[src/rtl/att_pkg.sv]
// Shared types, default timing constants and helpers for the step-attenuator
// write scheduler and its round-robin arbiter.
package att_pkg;

  typedef enum logic [1:0] {
    IDLE   = 2'd0,
    SHIFT  = 2'd1,
    LATCH  = 2'd2,
    SETTLE = 2'd3
  } att_state_e;

  localparam int ATT_DATA_W     = 16;
  localparam int ATT_CLK_DIV    = 4;     // clock cycles per serial CLK half-period
  localparam int ATT_LE_CYC     = 2;     // LE high width in clock cycles
  localparam int ATT_SETTLE_CYC = 4000;  // 40 us at 100 MHz

  // Bits needed to index n items; never less than 1 so vectors stay legal.
  function automatic int att_clog2(input int n);
    int r;
    r = 0;
    while ((1 << r) < n) r = r + 1;
    return (r < 1) ? 1 : r;
  endfunction

endpackage

[src/rtl/att_rr_arbiter.sv]
// Combinational round-robin pick: first asserted request at or after the
// pointer, wrapping modulo N_REQ.
module att_rr_arbiter
  import att_pkg::*;
#(
  parameter int N_REQ = 4,
  parameter int ID_W  = att_clog2(N_REQ)
) (
  input  logic [N_REQ-1:0] i_req,
  input  logic [ID_W-1:0]  i_ptr,
  output logic             o_any,
  output logic [ID_W-1:0]  o_idx,
  output logic [N_REQ-1:0] o_grant
);

  // Walk the requesters starting at the pointer; the first hit wins.
  always_comb begin
    logic [ID_W:0] pos;
    o_any   = 1'b0;
    o_idx   = '0;
    o_grant = '0;
    pos     = '0;
    for (int k = 0; k < N_REQ; k++) begin
      pos = {1'b0, i_ptr} + (ID_W+1)'(k);
      if (pos >= (ID_W+1)'(N_REQ)) pos = pos - (ID_W+1)'(N_REQ);
      if (!o_any && i_req[pos[ID_W-1:0]]) begin
        o_any = 1'b1;
        o_idx = pos[ID_W-1:0];
      end
    end
    if (o_any) o_grant[o_idx] = 1'b1;
  end

endmodule

[src/rtl/att_write_scheduler.sv]
// Shares one serial step-attenuator port (SI/CLK/LE, LSB first) between
// N_REQ requesters. Each write is shift -> LE pulse -> settle window; only
// one write is in flight. Pins are registered so they never glitch.
module att_write_scheduler
  import att_pkg::*;
#(
  parameter int N_REQ      = 4,
  parameter int DATA_W     = ATT_DATA_W,
  parameter int CLK_DIV    = ATT_CLK_DIV,
  parameter int LE_CYC     = ATT_LE_CYC,
  parameter int SETTLE_CYC = ATT_SETTLE_CYC
) (
  input  logic                          S_AXI_ACLK,
  input  logic                          S_AXI_ARESETN,
  input  logic [N_REQ-1:0]              req_valid,
  input  logic [N_REQ*DATA_W-1:0]       req_data,
  output logic [N_REQ-1:0]              req_ready,
  output logic                          busy,
  output logic [att_clog2(N_REQ)-1:0]   grant_id,
  output logic                          done_pulse,
  output logic [DATA_W-1:0]             last_word,
  output logic                          SI,
  output logic                          CLK,
  output logic                          LE
);

  localparam int ID_W  = att_clog2(N_REQ);
  localparam int DIV_W = att_clog2(2*CLK_DIV) + 1;
  localparam int BIT_W = att_clog2(DATA_W) + 1;
  localparam int LE_W  = att_clog2(LE_CYC) + 1;
  localparam int SET_W = att_clog2(SETTLE_CYC) + 1;

  localparam logic [DIV_W-1:0] DIV_LAST = DIV_W'(2*CLK_DIV - 1);
  localparam logic [DIV_W-1:0] DIV_HIGH = DIV_W'(CLK_DIV);
  localparam logic [BIT_W-1:0] BIT_LAST = BIT_W'(DATA_W - 1);
  localparam logic [LE_W-1:0]  LE_LAST  = LE_W'(LE_CYC - 1);
  localparam logic [SET_W-1:0] SET_LAST = SET_W'(SETTLE_CYC - 1);
  localparam logic [ID_W-1:0]  ID_LAST  = ID_W'(N_REQ - 1);

  att_state_e        r_state, w_state_next;
  logic [DATA_W-1:0] r_shift, w_shift_next;
  logic [DATA_W-1:0] r_word, r_last_word;
  logic [DIV_W-1:0]  r_div_cnt, w_div_next;
  logic [BIT_W-1:0]  r_bit_cnt, w_bit_next;
  logic [LE_W-1:0]   r_le_cnt, w_le_next;
  logic [SET_W-1:0]  r_settle_cnt, w_settle_next;
  logic              r_redundant, w_redundant_next;
  logic              r_written, r_busy, r_si, r_clk, r_le;
  logic [ID_W-1:0]   r_grant_id, r_rr_ptr;

  logic              w_any, w_accept, w_redundant_hit, w_settle_done;
  logic [ID_W-1:0]   w_win_idx;
  logic [N_REQ-1:0]  w_win_onehot;
  logic [DATA_W-1:0] w_req_word;
  logic              w_si_next, w_clk_next, w_le_next_pin;

  att_rr_arbiter #(.N_REQ(N_REQ), .ID_W(ID_W)) u_arb (
    .i_req   (req_valid),
    .i_ptr   (r_rr_ptr),
    .o_any   (w_any),
    .o_idx   (w_win_idx),
    .o_grant (w_win_onehot)
  );

  assign w_req_word      = req_data[w_win_idx*DATA_W +: DATA_W];
  assign w_accept        = (r_state == IDLE) && w_any;
  // Rewriting the word already in the attenuator skips the pins entirely.
  assign w_redundant_hit = r_written && (w_req_word == r_last_word);
  assign w_settle_done   = (r_state == SETTLE) &&
                           (r_redundant || (r_settle_cnt >= SET_LAST));

  // Next-state, counter and pin-value logic for the write sequencer.
  always_comb begin
    w_state_next     = r_state;
    w_shift_next     = r_shift;
    w_div_next       = r_div_cnt;
    w_bit_next       = r_bit_cnt;
    w_le_next        = r_le_cnt;
    w_settle_next    = r_settle_cnt;
    w_redundant_next = r_redundant;
    case (r_state)
      IDLE: begin
        if (w_any) begin
          w_state_next     = w_redundant_hit ? SETTLE : SHIFT;
          w_shift_next     = w_req_word;
          w_div_next       = '0;
          w_bit_next       = '0;
          w_settle_next    = '0;
          w_redundant_next = w_redundant_hit;
        end
      end
      SHIFT: begin
        if (r_div_cnt >= DIV_LAST) begin
          w_div_next = '0;
          if (r_bit_cnt >= BIT_LAST) begin
            w_state_next = LATCH;
            w_le_next    = '0;
          end else begin
            w_bit_next   = r_bit_cnt + BIT_W'(1);
            w_shift_next = r_shift >> 1;
          end
        end else begin
          w_div_next = r_div_cnt + DIV_W'(1);
        end
      end
      LATCH: begin
        if (r_le_cnt >= LE_LAST) begin
          w_state_next  = SETTLE;
          w_settle_next = '0;
        end else begin
          w_le_next = r_le_cnt + LE_W'(1);
        end
      end
      SETTLE: begin
        if (w_settle_done) begin
          w_state_next     = IDLE;
          w_redundant_next = 1'b0;
        end else begin
          w_settle_next = r_settle_cnt + SET_W'(1);
        end
      end
      default: w_state_next = IDLE;
    endcase
    w_si_next     = (w_state_next == SHIFT) && w_shift_next[0];
    w_clk_next    = (w_state_next == SHIFT) && (w_div_next >= DIV_HIGH);
    w_le_next_pin = (w_state_next == LATCH);
  end

  // State, counters, pins and bookkeeping; reset drops every pin at once.
  always_ff @(posedge S_AXI_ACLK or negedge S_AXI_ARESETN) begin
    if (!S_AXI_ARESETN) begin
      r_state      <= IDLE;
      r_shift      <= '0;
      r_word       <= '0;
      r_last_word  <= '0;
      r_div_cnt    <= '0;
      r_bit_cnt    <= '0;
      r_le_cnt     <= '0;
      r_settle_cnt <= '0;
      r_redundant  <= 1'b0;
      r_written    <= 1'b0;
      r_busy       <= 1'b0;
      r_si         <= 1'b0;
      r_clk        <= 1'b0;
      r_le         <= 1'b0;
      r_grant_id   <= '0;
      r_rr_ptr     <= '0;
    end else begin
      r_state      <= w_state_next;
      r_shift      <= w_shift_next;
      r_div_cnt    <= w_div_next;
      r_bit_cnt    <= w_bit_next;
      r_le_cnt     <= w_le_next;
      r_settle_cnt <= w_settle_next;
      r_redundant  <= w_redundant_next;
      r_busy       <= (w_state_next != IDLE);
      r_si         <= w_si_next;
      r_clk        <= w_clk_next;
      r_le         <= w_le_next_pin;
      if (w_accept) begin
        r_word     <= w_req_word;
        r_grant_id <= w_win_idx;
        r_rr_ptr   <= (w_win_idx == ID_LAST) ? '0 : w_win_idx + ID_W'(1);
      end
      // last_word reflects what the LE pulse about to fire will latch.
      if ((r_state == SHIFT) && (w_state_next == LATCH)) begin
        r_last_word <= r_word;
        r_written   <= 1'b1;
      end
    end
  end

  assign req_ready  = (S_AXI_ARESETN && (r_state == IDLE)) ? w_win_onehot : '0;
  assign busy       = r_busy;
  assign grant_id   = r_grant_id;
  assign done_pulse = w_settle_done;
  assign last_word  = r_last_word;
  assign SI         = r_si;
  assign CLK        = r_clk;
  assign LE         = r_le;

endmodule

[config.mk]
export PLATFORM = sky130hd
export DESIGN_NAME = att_write_scheduler
export DESIGN_NICKNAME = d
export VERILOG_FILES = /design/src/rtl/att_pkg.sv /design/src/rtl/att_rr_arbiter.sv /design/src/rtl/att_write_scheduler.sv
export SDC_FILE = /design/constraint.sdc
export NUM_CORES = 1
export LEC_CHECK = 0
export CORE_MARGIN = 2
export CORE_UTILIZATION = 52
export DETAILED_ROUTE_END_ITERATION = 10
export PLACE_DENSITY = 0.81
export SLEW_MARGIN = 20
export SYNTH_ARGS = -nofsm -noshare
export SYNTH_HDL_FRONTEND = slang
export SYNTH_HIERARCHICAL = 1
export SYNTH_SLANG_ARGS = --single-unit
[constraint.sdc]
create_clock -name S_AXI_ACLK -period 3.8 [get_ports S_AXI_ACLK]
set_input_delay 0.76 -clock S_AXI_ACLK [delete_from_list [all_inputs] [get_ports S_AXI_ACLK]]
set_output_delay 0.76 -clock S_AXI_ACLK [all_outputs]
set_load 0.005 [all_outputs]
==> results_dict.tcl, run 1 <==
set metrics [dict create \
    num_antenna_cells 0 \
    htree_num_levels 3 \
    p_clk_frac 0.347 \
    crit_buf_inv 3 \
    coreArea_um2 9110 \
    async_flop_share 1.00 \
    grt_pass1_wl_um 19500 \
    grt_max_degree 77 \
    switching_share 0.245 \
    power_frac_comb 0.123 \
    fin_util 0.670 \
    die_x_um 100 \
    clkTransAtPathRegs_ns 0.09 \
    cts.sinks 84 \
    clock_path_buffers 2 \
    final_nets 644 \
    port_buffers 96 \
    synth_cell_types 65 \
    yosys_warnings 6 \
    cts_made_buffers 9 \
    hold_viol_final 0 \
    die_y_um 100 \
    globalplace.congestion 0.912 \
    fin_area_um2 6110 \
    maxSlewHeadroom 0.384 \
    powerDensity_nw_per_um2 276 \
    vias_per_cell 5.95 \
    skew_ns 0.0123 \
    max_stage_delay_ns 0.44 \
    drive_gt1_frac 0.132 \
    synthCells 467 \
    root_buffer "clkbuf_8" \
    finalPower_mw 1.68 \
    fin_crit_sh 0.930 \
    antenna_left 0 \
    min_period_ns 3.54 \
    gr-total-overflow 0 \
    initial_utilization 0.528 \
    p_int_mw 1.27 \
    die_area_um2 10000 \
    rows 35 \
    tns_ns 0 \
    power_frac_seq 0.530 \
    netlist_area_um2 4810 \
    wl_per_cell_um 17.4 \
    status "finished, final reports clean" \
    cts_tree "built" \
    synth-edff-count 0 \
    rsz0062_at_grt "false" \
    place_ws_ns -0.0596 \
    synth_area_per_cell_um2 10.3 \
    leakage_nw 2.74 \
    route.vias.total 4043 \
    ioPinCount 97 \
    cpLargestDelayFamily "compound AO/OA/AOI/OAI gates" \
    worstSetupPathType "primary input to flop" \
    cp_slowest_cell "clkdlybuf4s50_1" \
    area_growth_pct 27.0 \
    startpoint_type "primary input" \
    final_cells 680 \
    dp_cells 664 \
    drc_errors 0 \
    dr.pass1.iters 5 \
    cts_setup_buffers 0 \
    synth_ff_type "dfrtp_1" \
    hold_slack_ns 0.222 \
    fmax_mhz 283 \
    wirelength_um 11800 \
    endpoint_kind "flop" \
    place_area_um2 5930 \
    drv_slew 0 \
    setup_viol 0 \
    post_cts_resized 0 \
    hold_buffers 0 \
    grt_pass1_vias 3970 \
    grt.total_usage 0.246 \
    ir_drop_mv 0.153 \
    antenna_found_initial 0 \
    tightest_slew_ns 0.924 \
    post-dp-hpwl_um 8750 \
    worstPathRequired_ns 4.09 \
    p_sw_uw 413 \
    clock_latency_ns 0.35 \
    max_cap_viol_count 0 \
    crit_chain "clkdlybuf4s50_1, mux2i_1, nor2_1, a311oi_4, buf_12, buf_4, mux2i_1, nor2_1, a2111oi_0, o2111ai_1, o31ai_4, or2_1" \
    synth_nets 547 \
    synth_seq_area_share 0.437 \
    worstHoldPathType "primary input to async pin" \
    cp.arrival_ns 3.83 \
    drt_iter0_drc 257 \
    worstPathMaxFanout 14 \
    setup_slack_ns 0.264 \
    ys_ff_latch 84 \
    r2r_slack_ns 0.40 \
]
==> state kept, by name, summed over array words and instances, names as in the netlist, 2 cells and up, named ones only <==
| register | flops |
|---|---|
| r_state | 2 |
| r_rr_ptr | 2 |
| r_shift | 16 |
| last_word | 16 |
| grant_id | 2 |
| r_settle_cnt | 13 |
| r_le_cnt | 2 |
| r_bit_cnt | 5 |
| r_div_cnt | 3 |
| r_word | 16 |
==> Yosys cell counts, types with 2 or more instances <==
| cell type | instances | area share |
|---|---|---|
| or2_2 | 2 | 0.0026 |
| dfrtp_1 | 84 | 0.44 |
| nor3_1 | 2 | 0.0021 |
| nor2_1 | 29 | 0.023 |
| buf_6 | 3 | 0.0070 |
| o221a_2 | 2 | 0.0047 |
| inv_1 | 21 | 0.016 |
| mux4_2 | 9 | 0.042 |
| nand2_1 | 35 | 0.027 |
| ha_1 | 10 | 0.026 |
| nand4_1 | 4 | 0.0052 |
| a31oi_1 | 4 | 0.0052 |
| a22oi_1 | 4 | 0.0062 |
| or4_1 | 2 | 0.0031 |
| a21oi_1 | 31 | 0.032 |
| nor2b_1 | 17 | 0.022 |
| a21o_1 | 18 | 0.028 |
| buf_2 | 4 | 0.0042 |
| o31ai_1 | 3 | 0.0047 |
| and3_1 | 9 | 0.012 |
| a2111oi_0 | 8 | 0.015 |
| clkbuf_1 | 15 | 0.012 |
| a211oi_1 | 5 | 0.0078 |
| a221o_1 | 3 | 0.0062 |
| o21ai_0 | 29 | 0.030 |
| o21bai_1 | 2 | 0.0031 |
| a221oi_1 | 3 | 0.0055 |
| mux2i_1 | 21 | 0.044 |
| xnor2_1 | 11 | 0.020 |
| nand2b_1 | 5 | 0.0065 |
| and2_1 | 3 | 0.0039 |
| mux2_2 | 21 | 0.049 |
| a22o_1 | 3 | 0.0055 |
| nand3_1 | 9 | 0.0094 |
| xor2_1 | 6 | 0.011 |
==> worst paths after layout <==
check / start / end / cells after the start
max: req_valid[2] / busy / 12
min: S_AXI_ARESETN / last_word[0] / 1
max reg2reg: r_rr_ptr[1] / busy / 11
min reg2reg: r_word[15] / r_word[15] / 2
max in group asynchronous: S_AXI_ARESETN / r_shift[2] / 2
min in group S_AXI_ACLK: r_word[15] / r_word[15] / 2
==> power by group through the flow <==
stage / combinational (mW) / sequential [mW] / clock (mW)
2_1_floorplan: 0.0931 / 0.911 / 0
3_3_place_gp: 0.205 / 0.911 / 0
3_5_place_dp: 0.209 / 0.911 / 0
4_1_cts: 0.209 / 0.893 / 0.592
5_1_grt: 0.224 / 0.893 / 0.635
6_report: 0.208 / 0.893 / 0.584
==> placed cells by master, fill, tap and decap left out, drive strengths merged, types with 10 or more instances in the layout <==
cell type / count
nor2: 30
a21o: 18
inv: 21
a21oi: 32
clkbuf: 11
clkdlybuf4s50: 95
ha: 10
o21ai: 30
xnor2: 11
mux2: 21
mux2i: 21
buf: 17
mux4: 10
nand2: 35
dfrtp: 84
nor2b: 17
==> logic make-up (layout without fill, tap and decap cells) <==
family                   after synthesis  after routing  share of synthesized area
XOR/XNOR                              17             17                     0.0310
adder cells (fa/ha/maj)               10             10                     0.0260
flip-flops                            84             84                      0.437
multiplexers                          52             52                      0.140
AO/OA/AOI/OAI                        132            132                      0.189
AND/OR/NAND/NOR                      125            125                      0.130
buffers and inverters                 47            149                     0.0468
==> layer usage <==
| metal | part of all wire | vias to the layer above | wire [µm] | track usage |
|---|---|---|---|---|
| li1 | - | 1892 | - | - |
| met1 | 0.45 | 2020 | 5340 | 0.341 |
| met2 | 0.50 | 115 | 5860 | 0.402 |
| met3 | 0.039 | 16 | 457 | 0.0327 |
| met4 | 0.015 | 0 | 176 | 0.0843 |
| met5 | 0 | - | 0 | 0 |
==> cell type report <==
type                       instances  area, µm²
inverter                          21       78.8
tap                              111        139
multi-input combinational        336       2500
sequential                        84       2100
clock inverter                     5       37.5
fill                             711       3000
clock buffer                      11        141
timing repair buffer             112       1100
Power figures use the tool's default switching activity.
==> inputs of run 2 (changes only) <==
--- a/config.mk
+++ b/config.mk
@@ -8,7 +8,7 @@
 export CORE_MARGIN = 2
 export CORE_UTILIZATION = 52
 export DETAILED_ROUTE_END_ITERATION = 10
-export PLACE_DENSITY = 0.81
+export PLACE_DENSITY = 0.88
 export SLEW_MARGIN = 20
 export SYNTH_ARGS = -nofsm -noshare
 export SYNTH_HDL_FRONTEND = slang
==> run 2 against run 1 <==
Flip-flop and latch count is the same; first-iteration DRC count shrank 7.8%; die area is the same; worst setup slack lost 0.12 ns; combinational power grew 2%; clock skew grew 0.0015 ns; final cell count grew 0.59%; sequential power is essentially flat; critical endpoint is now r_redundant; largest cell class unchanged; largest power group unchanged; highest routed layer unchanged.
==> results_dict.tcl, run 2 (synthesis results as in run 1) <==
set metrics [dict create \
    fin_crit_sh 0.962 \
    powerDensity_nw_per_um2 285 \
    htree_num_levels 3 \
    crit_buf_inv 3 \
    status "finished, final reports clean" \
    worstPathRequired_ns 4.05 \
    worstHoldPathType "flop to flop" \
    cts_tree "built" \
    r2r_slack_ns 0.40 \
    clock_path_buffers 2 \
    grt_max_degree 85 \
    coreArea_um2 9110 \
    clock_latency_ns 0.37 \
    max_cap_viol_count 0 \
    layout_commonest_cell "clkdlybuf4s50_1" \
    wl_per_cell_um 17.7 \
    clkTransAtPathRegs_ns 0.09 \
    antenna_found_initial 0 \
    crit_chain "clkdlybuf4s50_1, mux2i_1, nor2_1, a311oi_4, buf_12, mux4_2, xor2_1, nor4_1, nand4_1, buf_4, o41ai_1" \
    grt_pass1_vias 4153 \
    root_buffer "clkbuf_8" \
    tns_ns 0 \
    cts_made_buffers 9 \
    maxSlewHeadroom 0.490 \
    leakage_nw 2.78 \
    fmax_mhz 274 \
    port_buffers 96 \
    grt_pass1_wl_um 19800 \
    min_period_ns 3.66 \
    drt_iter0_drc 237 \
    cp_slowest_cell "mux4_2" \
    num_antenna_cells 0 \
    ir_drop_mv 0.190 \
    rsz0062_at_grt "false" \
    cpLargestDelayFamily "buffers and inverters" \
    setup_viol 0 \
    area_growth_pct 27.8 \
    grt.total_usage 0.251 \
    hold_buffers 0 \
    tightest_slew_ns 0.765 \
    die_area_um2 10000 \
    finalPower_mw 1.75 \
    dp_cells 668 \
    endpoint_kind "flop" \
    wirelength_um 12100 \
    cts.sinks 84 \
    post_cts_resized 0 \
    gr-total-overflow 0 \
    hold_viol_final 0 \
    drive_gt1_frac 0.140 \
    max_stage_delay_ns 0.55 \
    fin_util 0.675 \
    globalplace.congestion 0.895 \
    nFillCells 665 \
    worstPathMaxFanout 12 \
    drc_errors 0 \
    route.vias.total 4008 \
    worstSetupPathType "primary input to flop" \
    place_ws_ns -0.189 \
    die_y_um 100 \
    cts_setup_buffers 0 \
    vias_per_cell 5.86 \
    rows 35 \
    antenna_left 0 \
    initial_utilization 0.528 \
    dr.pass1.iters 4 \
    cp.arrival_ns 3.90 \
    mostFrequentLayoutCells "clkdlybuf4s50_1 (95), dfrtp_1 (84), nand2_1 (35)" \
    drv_slew 0 \
    final_nets 648 \
    post-dp-hpwl_um 9000 \
    ioPinCount 97 \
    skew_ns 0.0138 \
    setup_slack_ns 0.145 \
    final_cells 684 \
    startpoint_type "primary input" \
    die_x_um 100 \
]
==> run 2: changes by cell type in the layout (fill, tap and decap cells not counted), sizes merged <==
cell	before	now
buf	17	21
clkbuf	11	9
clkinv	0	2
clkinvlp	5	3
bufinv	0	1
inv	21	22
==> run 2: through the flow <==
stage / hold WS (ns) / instance area (µm²)
floorplan: 0.440 / 4810
global placement: 0.453 / 5940
detailed placement: 0.459 / 5940
CTS: 0.479 / 6140
global route: 0.500 / 6150
finish: 0.478 / 6150
==> run 2: cell type report <==
cell class	count	area, µm²	area share
repair buffers	116	1120	0.183
clock inverters	7	75.1	0.0122
inverters	21	78.8	0.0128
flip-flops and latches	84	2100	0.342
multi-input cells	336	2500	0.407
clock buffers	9	124	0.0202
well taps	111	139	0.0226
==> run 2: routing by layer <==
metal	global-route usage	wire length (µm)	vias to the layer above
met1	0.305	5030	1952
met3	0.0453	534	33
met2	0.432	6190	123
li1	-	-	1900
met5	0	0	-
met4	0.119	359	0
==> run 2: worst paths after layout <==
check	cells after the start	endpoint	from
setup / recovery	11	r_redundant	req_valid[2]
hold / removal	1	r_written	r_written
setup reg to reg	10	r_redundant	r_rr_ptr[1]
hold reg to reg	1	r_written	r_written
max in group asynchronous	2	r_word[15]	S_AXI_ARESETN
min in group asynchronous	2	r_bit_cnt[3]	S_AXI_ARESETN
==> run 2: where the power goes <==
part           internal, mW  switching, mW  total [mW]
combinational         0.126         0.0868       0.213
sequential            0.893              0       0.893
clock                 0.306          0.342       0.647
==> inputs of run 3 (changes only) <==
--- a/config.mk
+++ b/config.mk
@@ -9,7 +9,6 @@
 export CORE_UTILIZATION = 52
 export DETAILED_ROUTE_END_ITERATION = 10
 export PLACE_DENSITY = 0.88
-export SLEW_MARGIN = 20
 export SYNTH_ARGS = -nofsm -noshare
 export SYNTH_HDL_FRONTEND = slang
 export SYNTH_HIERARCHICAL = 1
==> run 3 against run 2 <==
Critical path depth is the same; hold slack is essentially flat; sequential share of layout area is essentially flat; fmax is essentially flat; via count is essentially flat; register-to-register slack is essentially flat; clock power is essentially flat; total power is essentially flat; utilization is essentially flat; count of clock-buffer cells in the layout is the same; largest cell class unchanged; global-route usage is the same; final cell count is the same.
==> results_dict.tcl, run 3 (synthesis results as in run 1) <==
set metrics [dict create \
    tightest_slew_ns 1.06 \
    port_buffers 96 \
    drt_iter0_drc 235 \
    die_area_um2 10000 \
    layout_commonest_cell "clkdlybuf4s50_1" \
    finalPower_mw 1.75 \
    dr.pass1.iters 4 \
    max_stage_delay_ns 0.55 \
    wl_per_cell_um 17.7 \
    clkTransAtPathRegs_ns 0.09 \
    fmax_mhz 274 \
    crit_chain "clkdlybuf4s50_1, mux2i_1, nor2_1, a311oi_4, buf_12, mux4_2, xor2_1, nor4_1, nand4_1, buf_4, o41ai_1" \
    cts_setup_buffers 0 \
    clock_latency_ns 0.37 \
    hold_viol_final 0 \
    drc_errors 0 \
    grt_max_degree 85 \
    grt.total_usage 0.251 \
    worstPathRequired_ns 4.05 \
    hold_buffers 0 \
    endpoint_kind "flop" \
    gr-total-overflow 0 \
    max_cap_viol_count 0 \
    post_cts_resized 0 \
    htree_num_levels 3 \
    cp_slowest_cell "mux4_2" \
    rows 35 \
    worstSetupPathType "primary input to flop" \
    crit_buf_inv 3 \
    coreArea_um2 9110 \
    clock_path_buffers 2 \
    post-dp-hpwl_um 9000 \
    cts_tree "built" \
    nFillCells 664 \
    cts.sinks 84 \
    initial_utilization 0.528 \
    vias_per_cell 5.86 \
    hold_slack_ns 0.479 \
    antenna_left 0 \
    cp.arrival_ns 3.90 \
    die_y_um 100 \
    cts_made_buffers 9 \
    worstHoldPathType "flop to flop" \
    min_period_ns 3.66 \
    route.vias.total 4005 \
    setup_viol 0 \
    ioPinCount 97 \
    maxSlewHeadroom 0.293 \
    num_antenna_cells 0 \
    globalplace.congestion 0.895 \
    cpLargestDelayFamily "buffers and inverters" \
    die_x_um 100 \
    mostFrequentLayoutCells "clkdlybuf4s50_1 (95), dfrtp_1 (84), nand2_1 (35)" \
    skew_ns 0.0138 \
    drv_slew 0 \
    wirelength_um 12100 \
    fin_crit_sh 0.962 \
    fin_util 0.674 \
    rsz0062_at_grt "false" \
    antenna_found_initial 0 \
    leakage_nw 2.78 \
    grt_pass1_vias 4153 \
    drive_gt1_frac 0.140 \
    ir_drop_mv 0.190 \
    final_nets 648 \
    grt_pass1_wl_um 19800 \
    root_buffer "clkbuf_8" \
    status "finished, final reports clean" \
    area_growth_pct 27.7 \
    worstPathMaxFanout 12 \
    startpoint_type "primary input" \
    powerDensity_nw_per_um2 285 \
]
==> run 3: path summary, 6_finish.rpt <==
check	startpoint	endpoint	slack, ns	cells after the start
min in group asynchronous	S_AXI_ARESETN	r_bit_cnt[3]	0.69	2
max in group asynchronous	S_AXI_ARESETN	r_word[15]	2.42	2
worst max register to register	r_rr_ptr[1]	r_redundant	0.40	10
worst min register to register	r_written	r_written	0.48	1
worst min-delay path	r_written	r_written	0.48	1
worst max-delay path	req_valid[2]	r_redundant	0.14	11
==> run 3: layer usage <==
layer / GRT usage / routed length (µm)
met5: 0 / 0
met3: 0.0453 / 528
met1: 0.305 / 5040
met4: 0.119 / 359
met2: 0.432 / 6190
==> run 3: area by class of cell <==
cell class / count / area, µm² / area share
multi-input cells: 336 / 2500 / 0.408
flip-flops and latches: 84 / 2100 / 0.342
inverters: 21 / 78.8 / 0.0128
clock inverters: 7 / 75.1 / 0.0122
well taps: 111 / 139 / 0.0226
clock buffers: 9 / 124 / 0.0202
repair buffers: 116 / 1120 / 0.182
==> run 3: through the flow <==
step / setup slack [ns] / cell area [µm²] / setup TNS, ns / instances
3_3_place_gp: -0.0645 / 5940 / -0.157 / 668
6_report: 0.145 / 6140 / 0 / 684
5_1_grt: 0.0141 / 6140 / 0 / 684
2_1_floorplan: 0.400 / 4810 / 0 / 467
3_5_place_dp: -0.189 / 5940 / -0.717 / 668
4_1_cts: 0.157 / 6140 / 0 / 684
==> run 3: worst reg2reg max path, delay by kind of cell (launching register included) <==
kind | cells | cell delay, ns
XOR/XNOR | 1 | 0.19
flip-flops | 1 | 0.61
multiplexers | 2 | 0.80
AND/OR/NAND/NOR | 3 | 0.66
buffers and inverters | 2 | 0.40
AO/OA/AOI/OAI | 2 | 0.63
==> run 3: power breakdown <==
group / internal, mW / switching [mW] / leakage [nW]
combinational: 0.126 / 0.0867 / 1.56
clock: 0.306 / 0.342 / 0.0918
sequential: 0.893 / 0 / 1.12
total: 1.32 / 0.429 / 2.78
